--- config.mk ---
export PLATFORM = sky130hd
export DESIGN_NAME = ram_port_arbiter_flat
export DESIGN_NICKNAME = d
export VERILOG_FILES = /design/src/rtl/ram_port_arbiter_pkg.sv /design/src/rtl/ram_port_arbiter_if.sv /design/src/rtl/rr_grant2.sv /design/src/rtl/ram_port_arbiter.sv /design/src/flat_wrapper.sv
export SDC_FILE = /design/constraint.sdc
export NUM_CORES = 1
export LEC_CHECK = 0
export BUFFER_PORTS_ARGS = -buffer_cell sky130_fd_sc_hd__buf_2
export CORE_ASPECT_RATIO = 0.75
export CORE_MARGIN = 2
export CORE_UTILIZATION = 40
export CTS_BUF_LIST = sky130_fd_sc_hd__clkbuf_16
export CTS_CLUSTER_DIAMETER = 120
export CTS_CLUSTER_SIZE = 8
export DETAILED_ROUTE_END_ITERATION = 12
export PLACE_DENSITY = 0.67
export SETUP_SLACK_MARGIN = 0.02
export SYNTH_ARGS = -nofsm -noshare
export SYNTH_HDL_FRONTEND = slang
export SYNTH_SLANG_ARGS = --single-unit
--- constraint.sdc ---
create_clock -name clk -period 4.46 [get_ports clk]
set_clock_uncertainty 0.1 [all_clocks]
set_input_delay 0 -clock clk [delete_from_list [all_inputs] [get_ports clk]]
set_output_delay 0 -clock clk [all_outputs]
set_load 0.02 [all_outputs]
--- src/rtl/ram_port_arbiter_pkg.sv ---
// Shared types and default sizing for the two-requester RAM port arbiter.
package ram_port_arbiter_pkg;

  localparam int unsigned DEF_DATA_WIDTH = 4;
  localparam int unsigned DEF_ADDR_WIDTH = 4;
  localparam int unsigned DEF_BURST_LEN  = 4;

  typedef enum logic [1:0] {
    IDLE  = 2'd0,
    OWN_A = 2'd1,
    OWN_B = 2'd2
  } state_t;

  typedef enum logic {
    REQ_A = 1'b0,
    REQ_B = 1'b1
  } req_id_t;

  // Read tag carried alongside the RAM access until its data returns
  typedef struct packed {
    logic    valid;
    req_id_t id;
  } tag_t;

endpackage

--- src/rtl/ram_port_arbiter_if.sv ---
// Requester-side request/response bundle; one instance per requester.
interface ram_port_arbiter_if #(
  parameter int unsigned DATA_WIDTH = ram_port_arbiter_pkg::DEF_DATA_WIDTH,
  parameter int unsigned ADDR_WIDTH = ram_port_arbiter_pkg::DEF_ADDR_WIDTH
);

  logic                  req_valid;
  logic                  req_ready;
  logic                  req_we;
  logic [ADDR_WIDTH-1:0] req_addr;
  logic [DATA_WIDTH-1:0] req_wdata;
  logic                  rsp_valid;
  logic [DATA_WIDTH-1:0] rsp_rdata;

  modport master (
    output req_valid, req_we, req_addr, req_wdata,
    input  req_ready, rsp_valid, rsp_rdata
  );

  modport slave (
    input  req_valid, req_we, req_addr, req_wdata,
    output req_ready, rsp_valid, rsp_rdata
  );

endinterface

--- src/rtl/rr_grant2.sv ---
// Combinational two-way grant: round-robin from idle, burst-limited retention while owned.
module rr_grant2
  import ram_port_arbiter_pkg::*;
#(
  parameter int unsigned CNT_W     = 3,
  parameter int unsigned BURST_LEN = DEF_BURST_LEN
) (
  input  state_t           state,
  input  logic [CNT_W-1:0] beat_cnt,
  input  req_id_t          last_id,
  input  logic             a_valid,
  input  logic             b_valid,
  output logic             gnt_a_c,
  output logic             gnt_b_c
);

  logic under_burst;

  assign under_burst = beat_cnt < CNT_W'(BURST_LEN);

  always_comb begin
    gnt_a_c = 1'b0;
    gnt_b_c = 1'b0;
    case (state)
      OWN_A: begin
        if (a_valid && (under_burst || !b_valid)) gnt_a_c = 1'b1;
        else if (b_valid)                         gnt_b_c = 1'b1;
        else if (a_valid)                         gnt_a_c = 1'b1;
      end
      OWN_B: begin
        if (b_valid && (under_burst || !a_valid)) gnt_b_c = 1'b1;
        else if (a_valid)                         gnt_a_c = 1'b1;
        else if (b_valid)                         gnt_b_c = 1'b1;
      end
      default: begin
        // Tie goes to whoever was not served last
        if (a_valid && b_valid) begin
          if (last_id == REQ_B) gnt_a_c = 1'b1;
          else                  gnt_b_c = 1'b1;
        end else begin
          gnt_a_c = a_valid;
          gnt_b_c = b_valid;
        end
      end
    endcase
  end

endmodule

--- src/rtl/ram_port_arbiter.sv ---
// Arbitrates two requesters onto one synchronous RAM port and routes read data back by tag.
module ram_port_arbiter
  import ram_port_arbiter_pkg::*;
#(
  parameter int unsigned DATA_WIDTH = DEF_DATA_WIDTH,
  parameter int unsigned ADDR_WIDTH = DEF_ADDR_WIDTH,
  parameter int unsigned BURST_LEN  = DEF_BURST_LEN
) (
  input  logic                  clk,
  input  logic                  reset,
  ram_port_arbiter_if.slave     a,
  ram_port_arbiter_if.slave     b,
  output logic                  ram_we,
  output logic                  ram_re,
  output logic [ADDR_WIDTH-1:0] ram_addr,
  output logic [DATA_WIDTH-1:0] ram_din,
  input  logic [DATA_WIDTH-1:0] ram_dout
);

  localparam int unsigned CNT_W = $clog2(BURST_LEN + 1);

  state_t                state;
  logic [CNT_W-1:0]      beat_cnt;
  req_id_t               last_id;
  tag_t                  tag0;
  tag_t                  tag1;
  logic                  gnt_a_c;
  logic                  gnt_b_c;
  logic                  xfer_a;
  logic                  xfer_b;
  logic                  rd_issue;
  logic                  a_hit;
  logic                  b_hit;
  logic [DATA_WIDTH-1:0] a_rdata_q;
  logic [DATA_WIDTH-1:0] b_rdata_q;

  rr_grant2 #(
    .CNT_W     (CNT_W),
    .BURST_LEN (BURST_LEN)
  ) u_grant (
    .state    (state),
    .beat_cnt (beat_cnt),
    .last_id  (last_id),
    .a_valid  (a.req_valid),
    .b_valid  (b.req_valid),
    .gnt_a_c  (gnt_a_c),
    .gnt_b_c  (gnt_b_c)
  );

  // Nothing is accepted while reset is held
  assign xfer_a   = gnt_a_c & ~reset;
  assign xfer_b   = gnt_b_c & ~reset;
  assign rd_issue = (xfer_a & ~a.req_we) | (xfer_b & ~b.req_we);

  assign a.req_ready = xfer_a;
  assign b.req_ready = xfer_b;

  // Tag reaches stage 1 in the same cycle the RAM presents read data
  assign a_hit = tag1.valid & (tag1.id == REQ_A);
  assign b_hit = tag1.valid & (tag1.id == REQ_B);

  assign a.rsp_valid = a_hit;
  assign b.rsp_valid = b_hit;
  assign a.rsp_rdata = a_hit ? ram_dout : a_rdata_q;
  assign b.rsp_rdata = b_hit ? ram_dout : b_rdata_q;

  always_ff @(posedge clk) begin
    if (reset) begin
      state     <= IDLE;
      beat_cnt  <= '0;
      last_id   <= REQ_B;
      tag0      <= '0;
      tag1      <= '0;
      ram_we    <= 1'b0;
      ram_re    <= 1'b0;
      ram_addr  <= '0;
      ram_din   <= '0;
      a_rdata_q <= '0;
      b_rdata_q <= '0;
    end else begin
      if (xfer_a) begin
        state    <= OWN_A;
        last_id  <= REQ_A;
        beat_cnt <= (state != OWN_A)               ? CNT_W'(1) :
                    (beat_cnt == CNT_W'(BURST_LEN)) ? beat_cnt  : beat_cnt + CNT_W'(1);
        ram_addr <= a.req_addr;
        ram_din  <= a.req_wdata;
      end else if (xfer_b) begin
        state    <= OWN_B;
        last_id  <= REQ_B;
        beat_cnt <= (state != OWN_B)               ? CNT_W'(1) :
                    (beat_cnt == CNT_W'(BURST_LEN)) ? beat_cnt  : beat_cnt + CNT_W'(1);
        ram_addr <= b.req_addr;
        ram_din  <= b.req_wdata;
      end else begin
        state    <= IDLE;
      end

      ram_we <= (xfer_a & a.req_we) | (xfer_b & b.req_we);
      ram_re <= rd_issue;

      tag0.valid <= rd_issue;
      tag0.id    <= xfer_b ? REQ_B : REQ_A;
      tag1       <= tag0;

      if (a_hit) a_rdata_q <= ram_dout;
      if (b_hit) b_rdata_q <= ram_dout;
    end
  end

endmodule

--- src/flat_wrapper.sv ---
// flat-port wrapper written by rule: the top's interface ports become plain ports
module ram_port_arbiter_flat import ram_port_arbiter_pkg::*;
#(
  parameter int unsigned DATA_WIDTH = DEF_DATA_WIDTH,
  parameter int unsigned ADDR_WIDTH = DEF_ADDR_WIDTH,
  parameter int unsigned BURST_LEN  = DEF_BURST_LEN
)
  (clk, reset, ram_we, ram_re, ram_addr, ram_din, ram_dout, a_req_valid, a_req_we, a_req_addr, a_req_wdata, a_req_ready, a_rsp_valid, a_rsp_rdata, b_req_valid, b_req_we, b_req_addr, b_req_wdata, b_req_ready, b_rsp_valid, b_rsp_rdata);
  ram_port_arbiter_if #(.DATA_WIDTH(DATA_WIDTH), .ADDR_WIDTH(ADDR_WIDTH)) a_i ();
  ram_port_arbiter_if #(.DATA_WIDTH(DATA_WIDTH), .ADDR_WIDTH(ADDR_WIDTH)) b_i ();
  input  logic clk;
  input  logic reset;
  output logic ram_we;
  output logic ram_re;
  output logic [ADDR_WIDTH-1:0] ram_addr;
  output logic [DATA_WIDTH-1:0] ram_din;
  input  logic [DATA_WIDTH-1:0] ram_dout;
  input wire logic [$bits(a_i.req_valid)-1:0] a_req_valid;
  input wire logic [$bits(a_i.req_we)-1:0] a_req_we;
  input wire logic [$bits(a_i.req_addr)-1:0] a_req_addr;
  input wire logic [$bits(a_i.req_wdata)-1:0] a_req_wdata;
  output wire logic [$bits(a_i.req_ready)-1:0] a_req_ready;
  output wire logic [$bits(a_i.rsp_valid)-1:0] a_rsp_valid;
  output wire logic [$bits(a_i.rsp_rdata)-1:0] a_rsp_rdata;
  input wire logic [$bits(b_i.req_valid)-1:0] b_req_valid;
  input wire logic [$bits(b_i.req_we)-1:0] b_req_we;
  input wire logic [$bits(b_i.req_addr)-1:0] b_req_addr;
  input wire logic [$bits(b_i.req_wdata)-1:0] b_req_wdata;
  output wire logic [$bits(b_i.req_ready)-1:0] b_req_ready;
  output wire logic [$bits(b_i.rsp_valid)-1:0] b_rsp_valid;
  output wire logic [$bits(b_i.rsp_rdata)-1:0] b_rsp_rdata;
  assign a_i.req_valid = a_req_valid;
  assign a_i.req_we = a_req_we;
  assign a_i.req_addr = a_req_addr;
  assign a_i.req_wdata = a_req_wdata;
  assign a_req_ready = a_i.req_ready;
  assign a_rsp_valid = a_i.rsp_valid;
  assign a_rsp_rdata = a_i.rsp_rdata;
  assign b_i.req_valid = b_req_valid;
  assign b_i.req_we = b_req_we;
  assign b_i.req_addr = b_req_addr;
  assign b_i.req_wdata = b_req_wdata;
  assign b_req_ready = b_i.req_ready;
  assign b_rsp_valid = b_i.rsp_valid;
  assign b_rsp_rdata = b_i.rsp_rdata;
  ram_port_arbiter #(.DATA_WIDTH(DATA_WIDTH), .ADDR_WIDTH(ADDR_WIDTH), .BURST_LEN(BURST_LEN)) u_core (.clk(clk), .reset(reset), .a(a_i), .b(b_i), .ram_we(ram_we), .ram_re(ram_re), .ram_addr(ram_addr), .ram_din(ram_din), .ram_dout(ram_dout));
endmodule
# After elaboration in Yosys (flattened, before gate mapping)

Index checks and enable logic that the tools add are counted.

Flip-flop bits (word level): 27
Input bits: 26
Output and inout port bits: 22
Logic and storage cells: 73

Add/sub/neg operators: 1
Magnitude comparators: 1
Equality and inequality tests: 5
Mux-type cells: 30
Bitwise operators: 14
Reductions and logical operators: 9

Operators with widths:

| operator                                                        | count |
|---|---|
| 4-bit two-way mux                                               | 6 |
| 1-bit two-way mux                                               | 16 |
| 3-bit two-way mux                                               | 5 |
| 1-bit bitwise AND                                               | 8 |
| 1-bit NOT                                                       | 4 |
| 1-bit case mux with 2 select lines                              | 2 |
| 3-bit by 1-bit adder with 3-bit output, second input constant   | 1 |
| 3-bit == test, second input constant                            | 1 |
| 1-bit logical AND                                               | 3 |
| 3-bit less-than comparator, second input constant               | 1 |
| 2-bit by 1-bit == test with 1-bit output, second input constant | 1 |
| 2-bit == test, second input constant                            | 1 |
| 1-bit zero test                                                 | 2 |
| 1-bit logical OR                                                | 2 |
| 2-bit two-way mux                                               | 1 |
| 2-bit by 1-bit != test with 1-bit output, second input constant | 1 |
| 2-bit != test, second input constant                            | 1 |
| 1-bit bitwise OR                                                | 2 |
| 2-bit nonzero test                                              | 1 |
| 2-bit OR reduction                                              | 1 |

# Longest topological paths before layout

Gate-level depths: netlist of the first run.

Word-level depth: 8
Gate-level depth with buffers: 8
Depth with buffers taken out: 8

# Hierarchy

From an unflattened synthesis of the first run, not the netlist that was laid out.

Cell total of the unflattened synthesis: 132
Area total of the unflattened synthesis: 1263.7 µm²

Modules (own cells, without submodules):

| module           | times used | cells an instance | area an instance (µm²) | sequential area each (µm²) |
|---|---|---|---|---|
| ram_port_arbiter | 1          | 119               | 1164.9                 | 540.5 |
| rr_grant2        | 1          | 13                | 98.8                   | 0.0 |

# Worst setup path before layout of the first run

Ideal clock, no wire load.

Path kind: register -> register
Start point: reg u_core.state[0]
End point: reg u_core.ram_we
Setup time: 0.060 ns
Data arrival time: 1.915 ns
Data required time: 4.300 ns
Setup slack: 2.385 ns
Stages on the path, launching flop included: 7
Buffers on the path: 0
Period minus slack after synthesis: 2.075 ns
Path through: dfxtp_1 > inv_1 > ha_1 > nor2_1 > a211o_2 > nor3_1 > a22o_1

Cells in the longest elaborated chain, start to end: 5
Elaborated cells between the ends (all ways): 9
Those cells by class: eq/ne (2); mux (2); bitwise (5)

Ends and longest elaborated chain:

| what                                                                             | line                   | text |
|---|---|---|
| start: declaration                                                               | ram_port_arbiter.sv:22 | `state_t state;` |
| start signal: assignment                                                         | ram_port_arbiter.sv:69 | `state <= IDLE;` |
| start signal: assignment                                                         | ram_port_arbiter.sv:82 | `state <= OWN_A;` |
| start signal: assignment                                                         | ram_port_arbiter.sv:89 | `state <= OWN_B;` |
| 2-bit == test / 2-bit by 1-bit == test with 1-bit output (equally long branches) | rr_grant2.sv:24        | `case (state)` |
| 1-bit case mux with 2 select lines *                                             | rr_grant2.sv:24        |  |
| 1-bit bitwise AND *                                                              | ram_port_arbiter.sv:51 | `assign xfer_a = gnt_a_c & ~reset;` |
| named net a_req_ready                                                            | flat_wrapper.sv:22     | `output wire logic [$bits(a_i.req_ready)-1:0] a_req_ready;` |
| 1-bit bitwise AND *                                                              | ram_port_arbiter.sv:99 | `ram_we <= (xfer_a & a.req_we) \| (xfer_b & b.req_we);` |
| 1-bit bitwise OR *                                                               | ram_port_arbiter.sv:99 |  |
| end signal: assignment                                                           | ram_port_arbiter.sv:99 |  |
| end: declaration                                                                 | ram_port_arbiter.sv:13 | `output logic ram_we,` |

Mark *: on every way through the listed nets, which the timed path passes. The rest lies on a longest branch.
A chain may end at the register's enable or synchronous reset.

# Worst setup path after layout of the first run

Start point: reg u_core.state[0]
End point: reg u_core.ram_din[3]

Cells in the longest elaborated chain, start to end: 4
Elaborated cells between the ends (all ways): 8
Those cells by class: eq/ne (2); mux (3); bitwise (2); reduce/logical (1)

Ends and longest elaborated chain:

| what                                                                             | line                                           | text |
|---|---|---|
| 2-bit == test / 2-bit by 1-bit == test with 1-bit output (equally long branches) | rr_grant2.sv:24                                |  |
| 1-bit case mux with 2 select lines                                               | rr_grant2.sv:24                                |  |
| 1-bit bitwise AND, on equally long branches                                      | ram_port_arbiter.sv:51, ram_port_arbiter.sv:52 |  |
| 4-bit two-way mux / 2-bit nonzero test (equally long branches)                   | -                                              |  |
| end signal: assignment                                                           | ram_port_arbiter.sv:87                         | `ram_din <= a.req_wdata;` |
| end signal: assignment                                                           | ram_port_arbiter.sv:94                         | `ram_din <= b.req_wdata;` |
| end: declaration                                                                 | ram_port_arbiter.sv:16                         | `output logic [DATA_WIDTH-1:0] ram_din,` |

Parallel ways exist; a longest one is shown, timed or not.

==> flow_summary.yaml, run 1 <==
logic_synthesis:
  ys_ff_latch: 27
  synth_area_leaders: "dfxtp_1 42%, mux2_2 7.1%, mux2i_1 6.3%"
  syn_inst: 136
  seq_area_frac_synth_pct: 42.4
  synthFlopType: "dfxtp_1"
  synth_top_area_share_pct: 42.4
  synth.cell_area_um2: 1280
  yosysWarningCount: 0
  async_flop_share_pct: 0
  synth_cell_types: 36
  synth_edf_count: 0
  synth_largest_area_cell: "dfxtp_1"
  synth.avg_cell_area_um2: 9.38
  synth_nets: 166
grt:
  grt_pass1_vias: 1169
  grt_util_all_layers_pct: 17.1
  grt_pass1_wl_mm: 5.04
  grt_overflow: 0
  antenna_found_initial: 0
  grt_max_degree: 22
routing:
  drc: 0
  drt-initial-drc-count: 36
  wl_per_cell_um: 12.2
  num_vias: 1143
  detail-route-antenna-nets: 0
  via_per_inst: 5.01
  wl_mm: 2.78
  firstDrtPassIters: 4
sta:
  rsz0062_at_grt: "no"
  fin_crit_sh_pct: 62.0
  whs_ns: -0.0000599
  tns_ns: 0
  worst_slack_ns: 1.69
  tightest_slew_ns: 0.447
  slew_headroom_pct: 70.2
  setup_viol: 0
  slew_violations: 0
  period_minus_slack_ns: 2.77
  hold_viol_final: 1
  fmax_ghz: 0.361
die:
  ios: 48
  die_x_um: 69.2
  die-area_um2: 3660
  core_um2: 3000
  die_y_um: 52.9
  initial_core_util_pct: 42.6
  num_rows: 17
power:
  ir_drop_mv: 0.177
  combPwrFrac_pct: 26.5
  power.density_nw_per_um2: 379
  clkPwrFrac_pct: 30.7
  internal_power_w: 0.000459
  p_leak_nw: 0.873
  total_power_w: 0.000647
  swShare_pct: 29.1
  power_frac_seq_pct: 42.8
  p_switching_w: 0.000188
hold_path:
  holdCritPathClass: "input port to flip-flop"
  hp-start: "a_req_addr[3]"
  hold_depth: 3
final_layout:
  utilization_pct: 57.0
  final_common_cell: "buf_2"
  antenna_cells: 0
  drive_gt1_share_pct: 33.7
  final_cell_mix: "47 x buf_2, 27 x dfxtp_1, 11 x inv_1, 11 x nor2_1, 10 x dlygate4sd3_1"
  multi_input_area_um2: 653
  design_area_um2: 1710
  seq_area_um2: 541
  syn_to_final_growth_pct: 33.9
  final_nets: 221
  nFillCells: 262
clock_network:
  cts_buffer_depth: 2
  clock-sinks: 27
  cts-htree-levels: 1
  cts_tree: "yes"
  cts_root_buffer: "clkbuf_16"
  cts_buffers: 3
  cts_resized: 0
  clkLatencyLatePin_ns: 0.26
  clkSlewWorstSetupHoldPaths_ns: 0.06
worst_setup_path:
  crit_start: "u_core.state[0]"
  crit_family: "simple AND/OR/NAND/NOR gates"
  cp_slowest_cell: "dlygate4sd3_1"
  cp_num_buf_inv: 2
  cpPeakStageDelay_ns: 0.57
  cp.required_ns: 4.54
  reg2regPathDepth: 8
  r2r-start: "u_core.state[0]"
  critPathLaunchType: "flip-flop"
  cp_max_fo: 9
  cp.depth: 8
  rrSetupSlack_ns: 1.69
  path_cells: "inv_1 > ha_1 > nor4b_2 > a211o_2 > or2_1 > mux2i_1 > dlygate4sd3_1 > a211oi_1"
  worstSetupEndpointType: "flip-flop"
  arrival_ns: 2.84
  critical_path_class: "flip-flop to flip-flop"
run_status:
  violations: "negative hold slack"
  run_status: "finished, violations left"
place:
  place_ws_ns: 2.12
  placed_cell_area_um2: 1530
  dp_hpwl_mm: 2.10
  io_buffers: 47
  gp_congestion: 0.762
job:
  maxCapViolations: 0
==> what timing repair did <==
item,CTS,global route
setup endpoints to repair,0,0
hold buffers,10,0
setup buffers,0,0
endpoints found under the hold margin,7,0
==> kinds of logic after synthesis <==
logic type | share of synthesized area (%)
DFF | 42.4
buffers and inverters | 6.47
muxes | 13.3
adders and majority gates | 3.92
and+or+nand+nor | 18.5
AOI/OAI and AO/OA | 15.4
==> layout make-up <==
class	instances	area share, %
timing repair buffer	58	20.1
clock inverter	1	0.293
clock buffer	3	4.39
sequential	27	31.6
tap	38	2.78
multi-input combinational	89	38.2
inverter	12	2.64
==> sequential cells by signal (all words and copies together), names as in the netlist <==
name	cells
u_core.a_rdata_q	4
u_core.b_rdata_q	4
u_core.beat_cnt	3
u_core.last_id	1
u_core.ram_addr	4
u_core.ram_din	4
u_core.ram_we	1
u_core.state	2
u_core.tag0	2
u_core.tag1	2
==> path summary, 6_finish.rpt <==
kind | endpoint
max | u_core.ram_din[3]
max reg2reg | u_core.ram_din[3]
min | u_core.ram_addr[3]
min reg2reg | u_core.tag1[0]
==> synthesized netlist by cell type (2+ instances only) <==
| cell | number |
|---|---|
| dfxtp_1 | 27 |
| inv_1 | 11 |
| nor2_1 | 11 |
| a211oi_1 | 9 |
| and2_1 | 8 |
| mux2_2 | 8 |
| mux2i_1 | 8 |
| nand2_1 | 8 |
| clkbuf_1 | 4 |
| ha_1 | 4 |
| buf_2 | 3 |
| nand2b_1 | 3 |
| nor2b_1 | 3 |
| nor3_1 | 3 |
| a21oi_1 | 2 |
| nand3_1 | 2 |
| o21ai_0 | 2 |
| o21ai_1 | 2 |
==> worst reg2reg max path, cell delays in order (launching register included) <==
cell and delay, ns:
dfxtp_1 0.34, inv_1 0.05, ha_1 0.35, nor4b_2 0.29, a211o_2 0.24, or2_1 0.41, mux2i_1 0.13, dlygate4sd3_1 0.57
a211oi_1 0.21
==> per-stage QoR <==
stage,hold slack (ns),instances
6_report,-0.0000599,228
5_1_grt,0.0178,228
4_1_cts,0.00354,228
3_5_place_dp,0.107,214
3_3_place_gp,0.104,214
2_1_floorplan,-0.00162,136
==> metal layers <==
metal,GRT usage (%),wire [µm]
met3,4.95,167
met4,2.94,21
met5,0,0
met1,20.4,1290
met2,31.3,1290
==> power by group through the flow <==
stage                     logic [W]  registers, W  clock network (W)
after global routing       0.000192      0.000280           0.000213
after CTS                  0.000173      0.000277           0.000205
final                      0.000172      0.000277           0.000198
after floorplan           0.0000985      0.000299                  0
after detailed placement   0.000164      0.000281                  0
after global placement     0.000157      0.000281                  0
Note: power is estimated with default switching activity, not from simulation.
==> run 2: changes to the inputs <==
==> constraint.sdc (replaced) <==
create_clock -name clk -period 2.9 [get_ports clk]
set_clock_uncertainty 0.1 [all_clocks]
set_input_delay 0 -clock clk [delete_from_list [all_inputs] [get_ports clk]]
set_output_delay 0 -clock clk [all_outputs]
set_load 0.02 [all_outputs]
==> run 2 against run 1 <==
- die area unchanged
- critical path type unchanged
- core utilization grew 1.4 points
- largest power group unchanged
- final cell count rose by 1.8%
- the flow still finishes with violations (negative hold slack)
==> flow_summary.yaml, run 2 (synthesis gave the netlist of run 1 again) <==
grt:
  grt_max_degree: 22
  grt_pass1_vias: 1153
  grt_overflow: 0
  grt_util_all_layers_pct: 17.4
  antenna_found_initial: 0
  grt_pass1_wl_mm: 4.95
final_layout:
  final_cell_mix: "47 x buf_2, 27 x dfxtp_1, 14 x dlygate4sd3_1"
  final_nets: 225
  utilization_pct: 58.4
  drive_gt1_share_pct: 33.0
  final_common_cell: "buf_2"
  design_area_um2: 1750
  syn_to_final_growth_pct: 37.2
  antenna_cells: 0
power:
  ir_drop_mv: 0.365
  total_power_w: 0.00100
  power_frac_seq_pct: 42.5
  power.density_nw_per_um2: 573
  clkPwrFrac_pct: 30.2
  combPwrFrac_pct: 27.3
  p_leak_nw: 0.893
  swShare_pct: 28.9
  internal_power_w: 0.000713
  p_switching_w: 0.000290
worst_setup_path:
  worstSetupEndpointType: "flip-flop"
  arrival_ns: 2.73
  cp_max_fo: 9
  reg2regPathDepth: 8
  critPathLaunchType: "flip-flop"
  rrSetupSlack_ns: 0.24
  cp.required_ns: 2.97
  r2r-start: "u_core.state[0]"
  r2r-end: "u_core.ram_addr[0]"
  critical_path_class: "flip-flop to flip-flop"
hold_path:
  hp-start: "b_req_wdata[0]"
  hold_path_end: "u_core.ram_din[0]"
  holdCritPathClass: "input port to flip-flop"
  hold_depth: 3
sta:
  slew_headroom_pct: 73.4
  hold_viol_final: 1
  tightest_slew_ns: 0.393
  rsz0062_at_grt: "no"
  tns_ns: 0
  whs_ns: -0.0000310
  setup_viol: 0
  fmax_ghz: 0.376
  slew_violations: 0
  period_minus_slack_ns: 2.66
  fin_crit_sh_pct: 91.8
die:
  core_um2: 3000
  num_rows: 17
  die_y_um: 52.9
  die_x_um: 69.2
  initial_core_util_pct: 42.6
  die-area_um2: 3660
  ios: 48
clock_network:
  cts_buffers: 3
  cts_tree: "yes"
  cts_root_buffer: "clkbuf_16"
  clock-sinks: 27
  clkLatencyLatePin_ns: 0.26
  clkSlewWorstSetupHoldPaths_ns: 0.06
  postCtsSetupBuffers: 0
  cts_buffer_depth: 2
  cts-htree-levels: 1
place:
  dp_hpwl_mm: 2.05
  gp_congestion: 0.762
  io_buffers: 47
  placed_cell_area_um2: 1530
routing:
  wl_per_cell_um: 12.4
  via_per_inst: 5.09
  wl_met1_mm: 1.23
  wl_met2_mm: 1.46
  drc: 0
  drt-initial-drc-count: 50
  num_vias: 1182
  detail-route-antenna-nets: 0
  dr_wl_met3_um: 198
  firstDrtPassIters: 4
  wl_mm: 2.89
  routed.top_layer: "met4"
run_status:
  run_status: "finished, violations left"
  violations: "negative hold slack"
job:
  maxCapViolations: 0
[run 2: changes by cell type in the layout (fill, tap and decap cells not counted), sizes merged]
| cell | previous run | this run |
|---|---|---|
| inv | 12 | 13 |
| clkinv | 1 | 0 |
| dlygate4sd3 | 10 | 14 |
[run 2: per-stage QoR]
step                hold WS, ns  worst slack, ns  cells
global route             0.0237           0.0717    232
global placement          0.104            0.747    214
floorplan              -0.00162            0.825    136
detailed placement        0.105            0.564    214
finish               -0.0000310            0.238    232
CTS                     0.00254           0.0550    232
[run 2: cell type report]
type                            instances  area, µm²
Clock buffer                            3       75.1
Clock inverter                          1       3.75
Fill cell                             249       1250
Inverter                               12       45.0
Multi-Input combinational cell         89        656
Sequential cell                        27        541
Tap cell                               38       47.5
Timing Repair Buffer                   62        383
[run 2: worst max-delay path, cell delays in order, from the launching register on]
cell,delay [ns]
dfxtp_1,0.34
inv_1,0.05
ha_1,0.36
nor4b_2,0.08
a211o_2,0.38
or2_4,0.32
mux2i_1,0.13
dlygate4sd3_1,0.55
a211oi_1,0.25
[run 2: metal layers]
layer,global-route usage (%),up-vias
met1,19.0,550
met4,2.94,0
li1,-,591
met3,6.29,2
met5,0,-
met2,33.5,39
[run 2: worst max-delay path by stage]
stage	slack [ns]	endpoint	from	depth (start not counted)
6_report	0.24	u_core.ram_addr[0]	u_core.state[0]	8
5_1_grt	0.07	u_core.ram_addr[0]	u_core.state[0]	8
4_1_cts	0.05	u_core.ram_addr[0]	u_core.state[0]	8
3_5_place_dp	0.56	u_core.ram_addr[3]	u_core.state[0]	7
3_3_place_gp	0.75	u_core.ram_addr[1]	u_core.state[0]	7
2_1_floorplan	0.83	u_core.ram_we	u_core.state[0]	6
[run 2: power groups by stage]
stage / Sequential [W] / Clock (W) / Combinational (W)
floorplan: 0.000460 / 0 / 0.000152
global placement: 0.000433 / 0 / 0.000242
detailed placement: 0.000433 / 0 / 0.000251
CTS: 0.000426 / 0.000316 / 0.000272
global route: 0.000431 / 0.000330 / 0.000305
finish: 0.000427 / 0.000303 / 0.000274
[run 2: what timing repair did]
action,in CTS,in global routing
resized for setup,0,2
endpoints found under the setup margin,0,4
hold buffers,14,0
endpoints found under the hold margin,9,0
==> run 3: changes to the inputs <==
--- a/config.mk
+++ b/config.mk
@@ -5,6 +5,7 @@
 export SDC_FILE = /design/constraint.sdc
 export NUM_CORES = 1
 export LEC_CHECK = 0
+export ABC_AREA = 1
 export BUFFER_PORTS_ARGS = -buffer_cell sky130_fd_sc_hd__buf_2
 export CORE_ASPECT_RATIO = 0.75
 export CORE_MARGIN = 2
@@ -13,7 +14,7 @@
 export CTS_CLUSTER_DIAMETER = 120
 export CTS_CLUSTER_SIZE = 8
 export DETAILED_ROUTE_END_ITERATION = 12
-export PLACE_DENSITY = 0.67
+export PLACE_DENSITY = 0.66
 export SETUP_SLACK_MARGIN = 0.02
 export SYNTH_ARGS = -nofsm -noshare
 export SYNTH_HDL_FRONTEND = slang
==> run 3 against run 2 <==
- the flow now finishes without violations
- sequential power is 28% higher
- non-clock buffer count is 7 higher
- area after synthesis is 7.5% higher
- fmax is 0.79% lower
- global-route usage is 0.74 points lower
- sequential share of layout area is 2.6 points lower
- via count is 15% higher
- flip-flop and latch count stayed put
- core utilization is 0.18 points lower
- routed wire length is 8.8% higher
- combinational power grew to 3.8 times the previous value
- largest cell class unchanged
==> flow_summary.yaml, run 3 <==
final_layout:
  syn_to_final_growth_pct: 39.5
  antenna_cells: 0
  final_cell_mix: "47 x buf_2, 39 x nand2_1, 37 x inv_1"
  final_common_cell: "buf_2"
  drive_gt1_share_pct: 25.3
  final_nets: 300
logic_synthesis:
  synth_area_leaders: "dfxtp_1 39%, nand2_1 11%, inv_1 10%"
  synth_top_area_share_pct: 39.4
  synth_largest_area_cell: "dfxtp_1"
  seq_area_frac_synth_pct: 39.4
  synth_top_cells_by_count: "39 x nand2_1, 37 x inv_1, 36 x nor2_1"
  synth.cell_area_um2: 1370
  synth.avg_cell_area_um2: 6.82
  synth_edf_count: 0
  ys_ff_latch: 27
  async_flop_share_pct: 0
  yosysWarningCount: 0
  synthFlopType: "dfxtp_1"
  synth_nets: 231
  synth_most_common_cell: "nand2_1"
  syn_inst: 201
  synth_cell_types: 24
grt:
  grt_overflow: 0
  grt_max_degree: 21
  grt_pass1_wl_mm: 5.06
  antenna_found_initial: 0
  grt_pass1_vias: 1184
  grt_util_all_layers_pct: 16.7
run_status:
  run_status: "complete, no violations"
place:
  io_buffers: 47
  gp_congestion: 0.743
  dp_hpwl_mm: 2.14
  place_ws_ns: 0.775
sta:
  worst_slack_ns: 0.217
  slew_headroom_pct: 71.5
  slew_violations: 0
  tns_ns: 0
  fin_crit_sh_pct: 92.5
  setup_viol: 0
  hold_viol_final: 0
  fmax_ghz: 0.373
  tightest_slew_ns: 0.428
  period_minus_slack_ns: 2.68
  rsz0062_at_grt: "no"
worst_setup_path:
  path_cells: "inv_1 > ha_1 > inv_1 > nand3_2 > nand3_2 > nand2_2 > nand2_1 > nor2_1 > dlygate4sd3_1 > nor2_1"
  cpPeakStageDelay_ns: 0.56
  critPathLaunchType: "flip-flop"
  cp_max_fo: 20
  critical_path_class: "flip-flop to flip-flop"
  worstSetupEndpointType: "flip-flop"
  cp_slowest_cell: "dlygate4sd3_1"
  cp.required_ns: 2.95
  arrival_ns: 2.73
power:
  ir_drop_mv: 0.473
  total_power_w: 0.00190
  power.density_nw_per_um2: 993
  p_leak_nw: 1.13
clock_network:
  cts_buffer_depth: 2
  cts_buffers: 3
  clock-sinks: 27
  clkLatencyLatePin_ns: 0.26
  cts_root_buffer: "clkbuf_16"
  cts-htree-levels: 1
  cts_tree: "yes"
  clkSlewWorstSetupHoldPaths_ns: 0.07
  cts_resized: 0
die:
  die-area_um2: 3920
  num_rows: 18
  die_y_um: 54.7
  die_x_um: 71.6
  core_um2: 3290
  initial_core_util_pct: 41.7
  ios: 48
routing:
  detail-route-antenna-nets: 0
  firstDrtPassIters: 4
  drc: 0
  wl_per_cell_um: 10.2
  wl_mm: 3.14
  drt-initial-drc-count: 20
  via_per_inst: 4.41
  num_vias: 1363
hold_path:
  holdCritPathClass: "input port to flip-flop"
job:
  maxCapViolations: 0
run 3: worst max-delay path: cells and delay by family, from the launching register on:
kind	cells	cell delay, ns
fa+ha+maj	1	0.32
simple gates	6	1.14
buf+inv	3	0.69
flops	1	0.33
run 3: worst paths after layout:
kind	from	to	slack, ns	depth (start not counted)
min	b_req_addr[0]	u_core.ram_addr[0]	0.0005	5
max reg2reg	u_core.state[0]	u_core.ram_addr[2]	0.22	10
max	u_core.state[0]	u_core.ram_addr[2]	0.22	10
min reg2reg	u_core.tag0[0]	u_core.tag1[0]	0.30	2
run 3: kinds of logic (layout without fill, tap and decap cells):
logic type                 Yosys count  count (layout)  synth area share (%)
and+or+nand+nor                     99              99                  32.4
DFF                                 27              27                  39.4
AOI/OAI and AO/OA                   24              24                  9.31
xor gates and xnor gates             1               1                 0.639
buffers and inverters               46             114                  14.6
adders and majority gates            4               4                  3.65
run 3: stage by stage:
step | std cells | cell area, µm² | utilization [%] | hold slack (ns)
2_1_floorplan | 201 | 1370 | - | -0.0309
3_3_place_gp | 283 | 1610 | 49.0 | 0.128
3_5_place_dp | 283 | 1610 | 49.0 | 0.117
4_1_cts | 309 | 1910 | 58.2 | 0.00132
5_1_grt | 309 | 1910 | 58.2 | 0.00662
6_report | 309 | 1910 | 58.2 | 0.000495
run 3: repair_timing:
action / 4_1_cts / 5_1_grt
buffers inserted: 0 / 0
hold buffers: 22 / 0
hold endpoints to repair: 17 / 0
run 3: cell type report:
class / instances / area (µm²)
inverter: 41 / 154
timing repair buffer: 69 / 455
multi-input combinational: 128 / 631
clock buffer: 3 / 75.1
sequential: 27 / 541
fill: 321 / 1380
clock inverter: 1 / 7.51
tap: 40 / 50.0
run 3: power breakdown:
group | internal [W] | leakage [nW] | switching, W
Sequential | 0.000488 | 0.222 | 0.0000568
Clock | 0.000187 | 0.0371 | 0.000122
Combinational | 0.000398 | 0.867 | 0.000646
Total | 0.00107 | 1.13 | 0.000825
run 3: metal layers:
| layer | GRT usage (%) | wire length (µm) | vias to the layer above |
|---|---|---|---|
| met4 | 3.46 | 12 | 0 |
| li1 | - | - | 744 |
| met5 | 0 | 0 | - |
| met2 | 28.7 | 1400 | 28 |
| met3 | 4.60 | 131 | 2 |
| met1 | 21.3 | 1600 | 589 |
